File: src/rtl/glyph_pixel_pipeline.sv
// Purpose : 8x8 font renderer for the VGA text path. Per pixel it applies glyph lookup, scaling,
//           colour, inverse, underline, blink and cursor overlay.
// Latency : 2 cycles. An input presented in cycle k appears on the outputs in cycle k+2.
//           The design has a stage-1 capture register and a stage-2 output register.
// Backpr. : none. The pipeline accepts one pixel per cycle and never stalls.
//
// Ports
//   clk, rst_n          clock (rising edge); asynchronous active-low reset, synchronous release
//   in_valid            pixel slot request this cycle
//   char_code           cell character code (lowercase letters render as uppercase)
//   h_pos, v_pos        pixel column/row inside the (8*SCALE)-wide cell
//   fg, bg              foreground / background colour
//   attr_inverse        invert the final glyph bit
//   attr_blink          blank the glyph while blink_phase is 1
//   attr_underline      force font row 7 on
//   cursor_hit          pixel is in the cursor cell; inverts while blink_phase is 0
//   frame_tick          one pulse per video frame, drives the blink timer
//   out_valid           out_on / out_color carry a pixel result
//   out_on              final glyph bit
//   out_color           fg when out_on, else bg
//   blink_phase         current blink phase
module glyph_pixel_pipeline #(
  parameter int SCALE        = 1,
  parameter int COLOR_W      = 3,
  parameter int BLINK_FRAMES = 30,
  localparam int POS_W       = 3 + $clog2(SCALE)
) (
  input  logic               clk,
  input  logic               rst_n,
  input  logic               in_valid,
  input  logic [7:0]         char_code,
  input  logic [POS_W-1:0]   h_pos,
  input  logic [POS_W-1:0]   v_pos,
  input  logic [COLOR_W-1:0] fg,
  input  logic [COLOR_W-1:0] bg,
  input  logic               attr_inverse,
  input  logic               attr_blink,
  input  logic               attr_underline,
  input  logic               cursor_hit,
  input  logic               frame_tick,
  output logic               out_valid,
  output logic               out_on,
  output logic [COLOR_W-1:0] out_color,
  output logic               blink_phase
);

  localparam int SCALE_LG = $clog2(SCALE);
  localparam int CNT_W    = (BLINK_FRAMES > 1) ? $clog2(BLINK_FRAMES) : 1;
  localparam logic [CNT_W-1:0] CNT_MAX = CNT_W'(BLINK_FRAMES - 1);

  // The font uses a 5x5 design in columns 1..5 and rows 1..5. The returned word holds row 0 in
  // bits [63:56]. Lowercase letters fold onto uppercase. Undefined codes render as a solid block,
  // so bad data is visible on screen.
  function automatic logic [63:0] font_glyph(input logic [7:0] code);
    logic [7:0]  c;
    logic [39:0] r;
    logic        known;
    c = code;
    if (code >= 8'd97 && code <= 8'd122) c = code - 8'd32;
    r     = 40'h0;
    known = 1'b1;
    case (c)
      8'd32:   r = 40'h00_00_00_00_00;
      8'd48:   r = 40'h38_4C_54_64_38;
      8'd49:   r = 40'h10_30_10_10_38;
      8'd50:   r = 40'h78_04_38_40_7C;
      8'd51:   r = 40'h78_04_38_04_78;
      8'd52:   r = 40'h48_48_7C_08_08;
      8'd53:   r = 40'h7C_40_78_04_78;
      8'd54:   r = 40'h38_40_78_44_38;
      8'd55:   r = 40'h7C_04_08_10_10;
      8'd56:   r = 40'h38_44_38_44_38;
      8'd57:   r = 40'h38_44_3C_04_38;
      8'd65:   r = 40'h38_44_7C_44_44;
      8'd66:   r = 40'h78_44_78_44_78;
      8'd67:   r = 40'h3C_40_40_40_3C;
      8'd68:   r = 40'h78_44_44_44_78;
      8'd69:   r = 40'h7C_40_78_40_7C;
      8'd70:   r = 40'h7C_40_78_40_40;
      8'd71:   r = 40'h3C_40_4C_44_3C;
      8'd72:   r = 40'h44_44_7C_44_44;
      8'd73:   r = 40'h38_10_10_10_38;
      8'd74:   r = 40'h1C_08_08_48_30;
      8'd75:   r = 40'h44_48_70_48_44;
      8'd76:   r = 40'h40_40_40_40_7C;
      8'd77:   r = 40'h44_6C_54_44_44;
      8'd78:   r = 40'h44_64_54_4C_44;
      8'd79:   r = 40'h38_44_44_44_38;
      8'd80:   r = 40'h78_44_78_40_40;
      8'd81:   r = 40'h38_44_54_48_34;
      8'd82:   r = 40'h78_44_78_48_44;
      8'd83:   r = 40'h3C_40_38_04_78;
      8'd84:   r = 40'h7C_10_10_10_10;
      8'd85:   r = 40'h44_44_44_44_38;
      8'd86:   r = 40'h44_44_44_28_10;
      8'd87:   r = 40'h44_44_54_6C_44;
      8'd88:   r = 40'h44_28_10_28_44;
      8'd89:   r = 40'h44_28_10_10_10;
      8'd90:   r = 40'h7C_08_10_20_7C;
      default: known = 1'b0;
    endcase
    return known ? {8'h00, r, 16'h0000} : {64{1'b1}};
  endfunction

  // Stage 1: capture the request and scale the position down to font coordinates.
  logic               r_s1_vld;
  logic [7:0]         r_s1_char;
  logic [2:0]         r_s1_col;
  logic [2:0]         r_s1_row;
  logic [COLOR_W-1:0] r_s1_fg;
  logic [COLOR_W-1:0] r_s1_bg;
  logic               r_s1_inv;
  logic               r_s1_blink;
  logic               r_s1_ul;
  logic               r_s1_cur;
  logic               r_s1_phase;

  // Blink timer state.
  logic [CNT_W-1:0]   r_blink_cnt;
  logic               r_blink_phase;

  // Stage 2: output registers.
  logic               r_out_vld;
  logic               r_out_on;
  logic [COLOR_W-1:0] r_out_color;

  always_ff @(posedge clk or negedge rst_n) begin
    if (!rst_n) begin
      r_s1_vld   <= 1'b0;
      r_s1_char  <= '0;
      r_s1_col   <= '0;
      r_s1_row   <= '0;
      r_s1_fg    <= '0;
      r_s1_bg    <= '0;
      r_s1_inv   <= 1'b0;
      r_s1_blink <= 1'b0;
      r_s1_ul    <= 1'b0;
      r_s1_cur   <= 1'b0;
      r_s1_phase <= 1'b0;
    end else begin
      r_s1_vld <= in_valid;
      if (in_valid) begin
        r_s1_char  <= char_code;
        r_s1_col   <= 3'(h_pos >> SCALE_LG);
        r_s1_row   <= 3'(v_pos >> SCALE_LG);
        r_s1_fg    <= fg;
        r_s1_bg    <= bg;
        r_s1_inv   <= attr_inverse;
        r_s1_blink <= attr_blink;
        r_s1_ul    <= attr_underline;
        r_s1_cur   <= cursor_hit;
        // A pixel sees the phase from before this edge, so a tick in the same
        // cycle only affects later pixels.
        r_s1_phase <= r_blink_phase;
      end
    end
  end

  always_ff @(posedge clk or negedge rst_n) begin
    if (!rst_n) begin
      r_blink_cnt   <= '0;
      r_blink_phase <= 1'b0;
    end else if (frame_tick) begin
      if (r_blink_cnt == CNT_MAX) begin
        r_blink_cnt   <= '0;
        r_blink_phase <= ~r_blink_phase;
      end else begin
        r_blink_cnt <= r_blink_cnt + 1'b1;
      end
    end
  end

  // Stage 2 combinational path: font row fetch, then bit select, then attributes.
  logic [63:0] w_glyph;
  logic [7:0]  w_rowbits;
  logic        w_font_bit;
  logic        w_g;

  assign w_glyph    = font_glyph(r_s1_char);
  // For a 3-bit value, ~x equals 7-x. Row 0 is the top byte and column 0 is the MSB.
  assign w_rowbits  = w_glyph[{~r_s1_row, 3'b000} +: 8];
  assign w_font_bit = w_rowbits[~r_s1_col];

  always_comb begin
    w_g = w_font_bit;
    if (r_s1_ul && (r_s1_row == 3'd7)) w_g = 1'b1;
    if (r_s1_blink && r_s1_phase)      w_g = 1'b0;
    if (r_s1_cur && !r_s1_phase)       w_g = ~w_g;
    if (r_s1_inv)                      w_g = ~w_g;
  end

  // During gaps, out_on and out_color keep the last pixel's result.
  always_ff @(posedge clk or negedge rst_n) begin
    if (!rst_n) begin
      r_out_vld   <= 1'b0;
      r_out_on    <= 1'b0;
      r_out_color <= '0;
    end else begin
      r_out_vld <= r_s1_vld;
      if (r_s1_vld) begin
        r_out_on    <= w_g;
        r_out_color <= w_g ? r_s1_fg : r_s1_bg;
      end
    end
  end

  assign out_valid   = r_out_vld;
  assign out_on      = r_out_on;
  assign out_color   = r_out_color;
  assign blink_phase = r_blink_phase;

endmodule

File: config.mk
export PLATFORM = sky130hd
export DESIGN_NAME = glyph_pixel_pipeline
export DESIGN_NICKNAME = d
export VERILOG_FILES = /design/src/rtl/glyph_pixel_pipeline.sv
export SDC_FILE = /design/constraint.sdc
export NUM_CORES = 1
export LEC_CHECK = 0
export BUFFER_PORTS_ARGS = -buffer_cell sky130_fd_sc_hd__buf_2
export CELL_PAD_IN_SITES_DETAIL_PLACEMENT = 1
export CELL_PAD_IN_SITES_GLOBAL_PLACEMENT = 1
export CORE_MARGIN = 4
export CORE_UTILIZATION = 49
export DETAILED_ROUTE_END_ITERATION = 8
export PLACE_DENSITY = 0.89
export SLEW_MARGIN = 20
export SYNTH_ARGS = -nofsm -noshare
export SYNTH_HDL_FRONTEND = slang
export SYNTH_SLANG_ARGS = --single-unit
File: constraint.sdc
create_clock -name clk -period 6.9 [get_ports clk]
set_clock_uncertainty 0.05 [all_clocks]
set_input_delay 0.69 -clock clk [delete_from_list [all_inputs] [get_ports clk]]
set_output_delay 0.69 -clock clk [all_outputs]
set_load 0.01 [all_outputs]
==> impl_summary.txt <==
----------------------------------------------------
[Logic synthesis]
  Post-synthesis cell type count ... 70
  Number of warnings issued by yosys ... 0
  Portion of the post-synthesis area used by sequential elements ... 25.2%
  Biggest area consumer among synthesized cells ... sky130_fd_sc_hd__dfrtp_1
  Area fraction of the dominant cell type after synthesis ... 25.2%
  Number of synthesized register bits ... 37
  Biggest area contributors in the synthesized netlist ... sky130_fd_sc_hd__dfrtp_1 (25%), sky130_fd_sc_hd__mux2_2 (5.8%), sky130_fd_sc_hd__o21ai_0 (5.2%), sky130_fd_sc_hd__a21oi_1 (4.2%), sky130_fd_sc_hd__nand2_1 (3.9%)
  Ys async rst share ... 100%
  Number of flops mapped to enable cells by yosys ... 0
  Post-synthesis area per instance ... 7.77 µm²
  Cells after Synth ... 473
  Syn Nets ... 504
  Dominant register cell in the synthesized netlist ... sky130_fd_sc_hd__dfrtp_1
  Cell area after synthesis ... 0.00367 mm²

[Power and ir drop]
  Leak Pwr ... 1.43 nW
  Power density over the cells ... 224 mW/mm²
  Maximum vdd ir drop ... 0.172 mV
  Post-route total power ... 0.882 mW

[Detailed routing]
  Pre-Repair DR Iteration Count ... 5
  Vias after detailed routing ... 4112
  Routed wire length per instance ... 25.2 µm
  Drt via density ... 7.14
  DRC viols ... 0
  Post-route antenna net violation count ... 0
  Routed WL ... 14.5 mm
  Drt initial violations ... 322

[CTS]
  CTS tree ... done
  Cts bufs inserted ... 5
  Clock latency on the worst-skew pair ... 0.30 ns
  Count of buffers added by post-CTS timing repair for setup ... 0
  Number of levels in the clock H-tree ... 2
  Clock root buffer ... sky130_fd_sc_hd__clkbuf_8
  Resized Gates After CTS ... 0
  Sink Count ... 37
  Hold buffers post-CTS ... 0
  Worst-case clock buffer depth ... 2
  Clock edge transition at the registers on the reported setup and hold paths ... 0.08 ns

[Run]
  Number of max-cap violations ... 0

[Timing]
  Rel. slew slack ... 44.9%
  Max Clk Rate ... 230 MHz
  Final Max Slew Viols ... 0
  Endpoints failing hold ... 0
  Min Clock Period, post-route ... 4.36 ns
  TNS Setup ... 0 ns
  Slew at the pin closest to its max-slew limit ... 0.824 ns
  Final count of negative-setup-slack endpoints ... 0
  Setup repair after global routing missed its margin ... no
  Part of the cycle the worst path needs ... 63.1%

[Critical path]
  Kind of cell adding the most delay to the critical path ... compound AO/OA/AOI/OAI gates
  Worst Path Arrival ... 4.49 ns
  Capture point of the worst reg-to-reg path ... out_color[0]
  FF-to-FF path depth ... 11
  Largest fanout of any net on the critical path ... 47
  Crit path cell chain ... buf_4 -> or4_4 -> o221a_4 -> nor2_1 -> o311a_1 -> nor3b_1 -> nor3_1 -> o31a_1 -> o221ai_1 -> a32oi_1 -> a2111o_1
  Highest-delay cell along the critical path ... sky130_fd_sc_hd__nor2_1
  CP max stage delay ... 0.63 ns
  Required time of the worst setup path ... 7.03 ns
  Crit path capture type ... flip-flop
  Category of the most critical setup path ... reg -> reg
  Reg2Reg Setup Slack ... 2.54 ns
  Critical path launch point type ... flip-flop
  Critical path buffer and inverter count ... 1
  R2r startpoint ... r_s1_char[1]

[Global routing]
  Pin count of the biggest net entering global routing ... 55
  Residual overflow from global routing ... 0
  Global-route usage over all layers ... 33.3%
  Number of antenna violations at the first check in global routing ... 0
  Vias in the first global route ... 4225
  First-pass GRT wire length ... 22.9 mm

[Layout]
  Synth-to-Final Area Change ... 7.12%
  Area of all placed cells without fillers ... 0.00394 mm²
  Count of filler cells inserted in the layout ... 898
  Final Non-Filler Cells ... 576
  Share of cells above drive strength 1 ... 18.2%
  # nets final ... 507
  Number of inserted diodes ... 0

[Floorplanning]
  Die Y ... 94.6 µm
  Standard-cell row count ... 31
  I/O pin total ... 34
  Floorplan Core Area ... 0.00725 mm²
  Effective utilization at floorplan ... 50.6%
  Area of the die ... 0.00895 mm²
  Die outline width ... 94.6 µm

[Placed design]
  Input/output buffers ... 33
  Dpl hpwl ... 10.0 mm
  Standard cell area after detailed placement ... 0.00381 mm²
  Weighted congestion reported at the end of routability-driven placement ... 1.02
  Instance count after placement with tap cells included ... 568

[Outcome]
  Result of the run ... completed

[Worst hold path]
  Type of the most critical hold path ... in -> async

----------------------------------------------------
[placed cells by master, fill, tap and decap left out, types with 4 or more instances in the layout]
cell type and count:
sky130_fd_sc_hd__a211oi_1 6, sky130_fd_sc_hd__a21oi_1 31, sky130_fd_sc_hd__a31oi_1 13, sky130_fd_sc_hd__a32oi_1 4, sky130_fd_sc_hd__buf_2 33, sky130_fd_sc_hd__buf_4 7
sky130_fd_sc_hd__clkbuf_8 6, sky130_fd_sc_hd__dfrtp_1 37, sky130_fd_sc_hd__inv_1 12, sky130_fd_sc_hd__mux2_2 19, sky130_fd_sc_hd__mux2i_1 5, sky130_fd_sc_hd__nand2_1 38
sky130_fd_sc_hd__nand2b_1 18, sky130_fd_sc_hd__nand3_1 22, sky130_fd_sc_hd__nor2_1 27, sky130_fd_sc_hd__nor2b_1 9, sky130_fd_sc_hd__nor3_1 13, sky130_fd_sc_hd__nor3b_1 6
sky130_fd_sc_hd__nor4_1 9, sky130_fd_sc_hd__o211ai_1 11, sky130_fd_sc_hd__o21a_1 4, sky130_fd_sc_hd__o21ai_0 38, sky130_fd_sc_hd__o221ai_1 7, sky130_fd_sc_hd__o22ai_1 10
sky130_fd_sc_hd__o311ai_0 4, sky130_fd_sc_hd__o32ai_1 4, sky130_fd_sc_hd__or2_2 5, sky130_fd_sc_hd__or3_1 5, sky130_fd_sc_hd__or3b_2 6, sky130_fd_sc_hd__xnor2_1 5
[power breakdown]
part | internal (mW) | switching [mW]
combinational | 0.135 | 0.233
clock | 0.118 | 0.0823
sequential | 0.258 | 0.0549
total | 0.511 | 0.371
[metrics by stage]
stage	hold slack, ns	utilization, %	setup WS, ns
6_report	0.432	54.3	2.54
4_1_cts	0.455	54.3	2.57
3_3_place_gp	0.416	52.6	2.72
2_1_floorplan	0.344	-	3.61
3_5_place_dp	0.424	52.6	2.63
5_1_grt	0.478	54.3	2.39
[cell usage after synthesis (3+ instances only)]
cell type	number
sky130_fd_sc_hd__nand2_1	38
sky130_fd_sc_hd__o21ai_0	38
sky130_fd_sc_hd__dfrtp_1	37
sky130_fd_sc_hd__a21oi_1	31
sky130_fd_sc_hd__clkbuf_1	28
sky130_fd_sc_hd__nor2_1	27
sky130_fd_sc_hd__nand3_1	22
sky130_fd_sc_hd__mux2_2	19
sky130_fd_sc_hd__nand2b_1	18
sky130_fd_sc_hd__a31oi_1	13
sky130_fd_sc_hd__buf_2	13
sky130_fd_sc_hd__nor3_1	13
sky130_fd_sc_hd__inv_1	12
sky130_fd_sc_hd__o211ai_1	11
sky130_fd_sc_hd__o22ai_1	10
sky130_fd_sc_hd__nor2b_1	9
sky130_fd_sc_hd__nor4_1	9
sky130_fd_sc_hd__o221ai_1	7
sky130_fd_sc_hd__a211oi_1	6
sky130_fd_sc_hd__nor3b_1	6
sky130_fd_sc_hd__or3b_2	6
sky130_fd_sc_hd__mux2i_1	5
sky130_fd_sc_hd__or2_2	5
sky130_fd_sc_hd__or3_1	5
sky130_fd_sc_hd__xnor2_1	5
sky130_fd_sc_hd__a32oi_1	4
sky130_fd_sc_hd__o21a_1	4
sky130_fd_sc_hd__o311ai_0	4
sky130_fd_sc_hd__o32ai_1	4
sky130_fd_sc_hd__a2111o_1	3
sky130_fd_sc_hd__a311oi_1	3
sky130_fd_sc_hd__ha_1	3
sky130_fd_sc_hd__nand4bb_1	3
sky130_fd_sc_hd__o31ai_1	3
sky130_fd_sc_hd__o32a_1	3
[cells by family (layout without fill, tap and decap cells)]
kind of cell             count (synthesis)  after routing  share of synthesized area (%)
multiplexers                            24             24                           7.19
AO/OA/AOI/OAI                          171            171                           32.5
XOR/XNOR                                 5              5                           1.19
adder cells (fa/ha/maj)                  3              3                           1.02
buffers and inverters                   57             61                           6.78
AND/OR/NAND/NOR                        176            176                           26.2
flip-flops                              37             37                           25.2
[metal layers]
metal  track usage [%]  part of all wire [%]
met1              41.4                    39
met2              54.8                    48
met3              4.86                   7.7
met4              19.2                   5.5
met5                 0                     0
[sequential cells by signal (all words and copies together) (netlist names)]
signal and flops:
out_color 3, r_s1_phase 1, r_blink_cnt 5, r_s1_fg 3, r_s1_vld 1, r_s1_inv 1, r_s1_ul 1, r_s1_char 8
out_valid 1, r_s1_bg 3, out_on 1, r_s1_cur 1, r_s1_blink 1, r_s1_col 3, r_s1_row 3, blink_phase 1
[how the worst max path moves through the flow]
stage                     cells past startpoint            to          from  slack (ns)
final                                        11  out_color[0]  r_s1_char[1]        2.54
after detailed placement                     11  out_color[0]  r_s1_char[1]        2.63
after global placement                       11  out_color[2]  r_s1_char[0]        2.72
after floorplan                              13  out_color[0]  r_s1_char[5]        3.61
after global routing                         11  out_color[0]  r_s1_char[1]        2.39
after CTS                                    11  out_color[0]  r_s1_char[1]        2.57
[worst reg2reg max path, delay by kind of cell (launching register included)]
kind                   cells  cell delay [ns]
AOI/OAI and AO/OA          6             1.94
buffers and inverters      1             0.29
DFF                        1             0.41
and+or+nand+nor            4             1.56
[cell type report]
| type | instances | area (µm²) | share of cell area [%] |
|---|---|---|---|
| multi-input cells | 379 | 2500 | 63.5 |
| inverters | 13 | 48.8 | 1.24 |
| clock inverters | 2 | 37.5 | 0.954 |
| repair buffers | 40 | 218 | 5.53 |
| flip-flops and latches | 37 | 926 | 23.5 |
| clock buffers | 6 | 82.6 | 2.10 |
| well taps | 99 | 124 | 3.15 |
No activity file was read; power rests on OpenSTA's default activity.
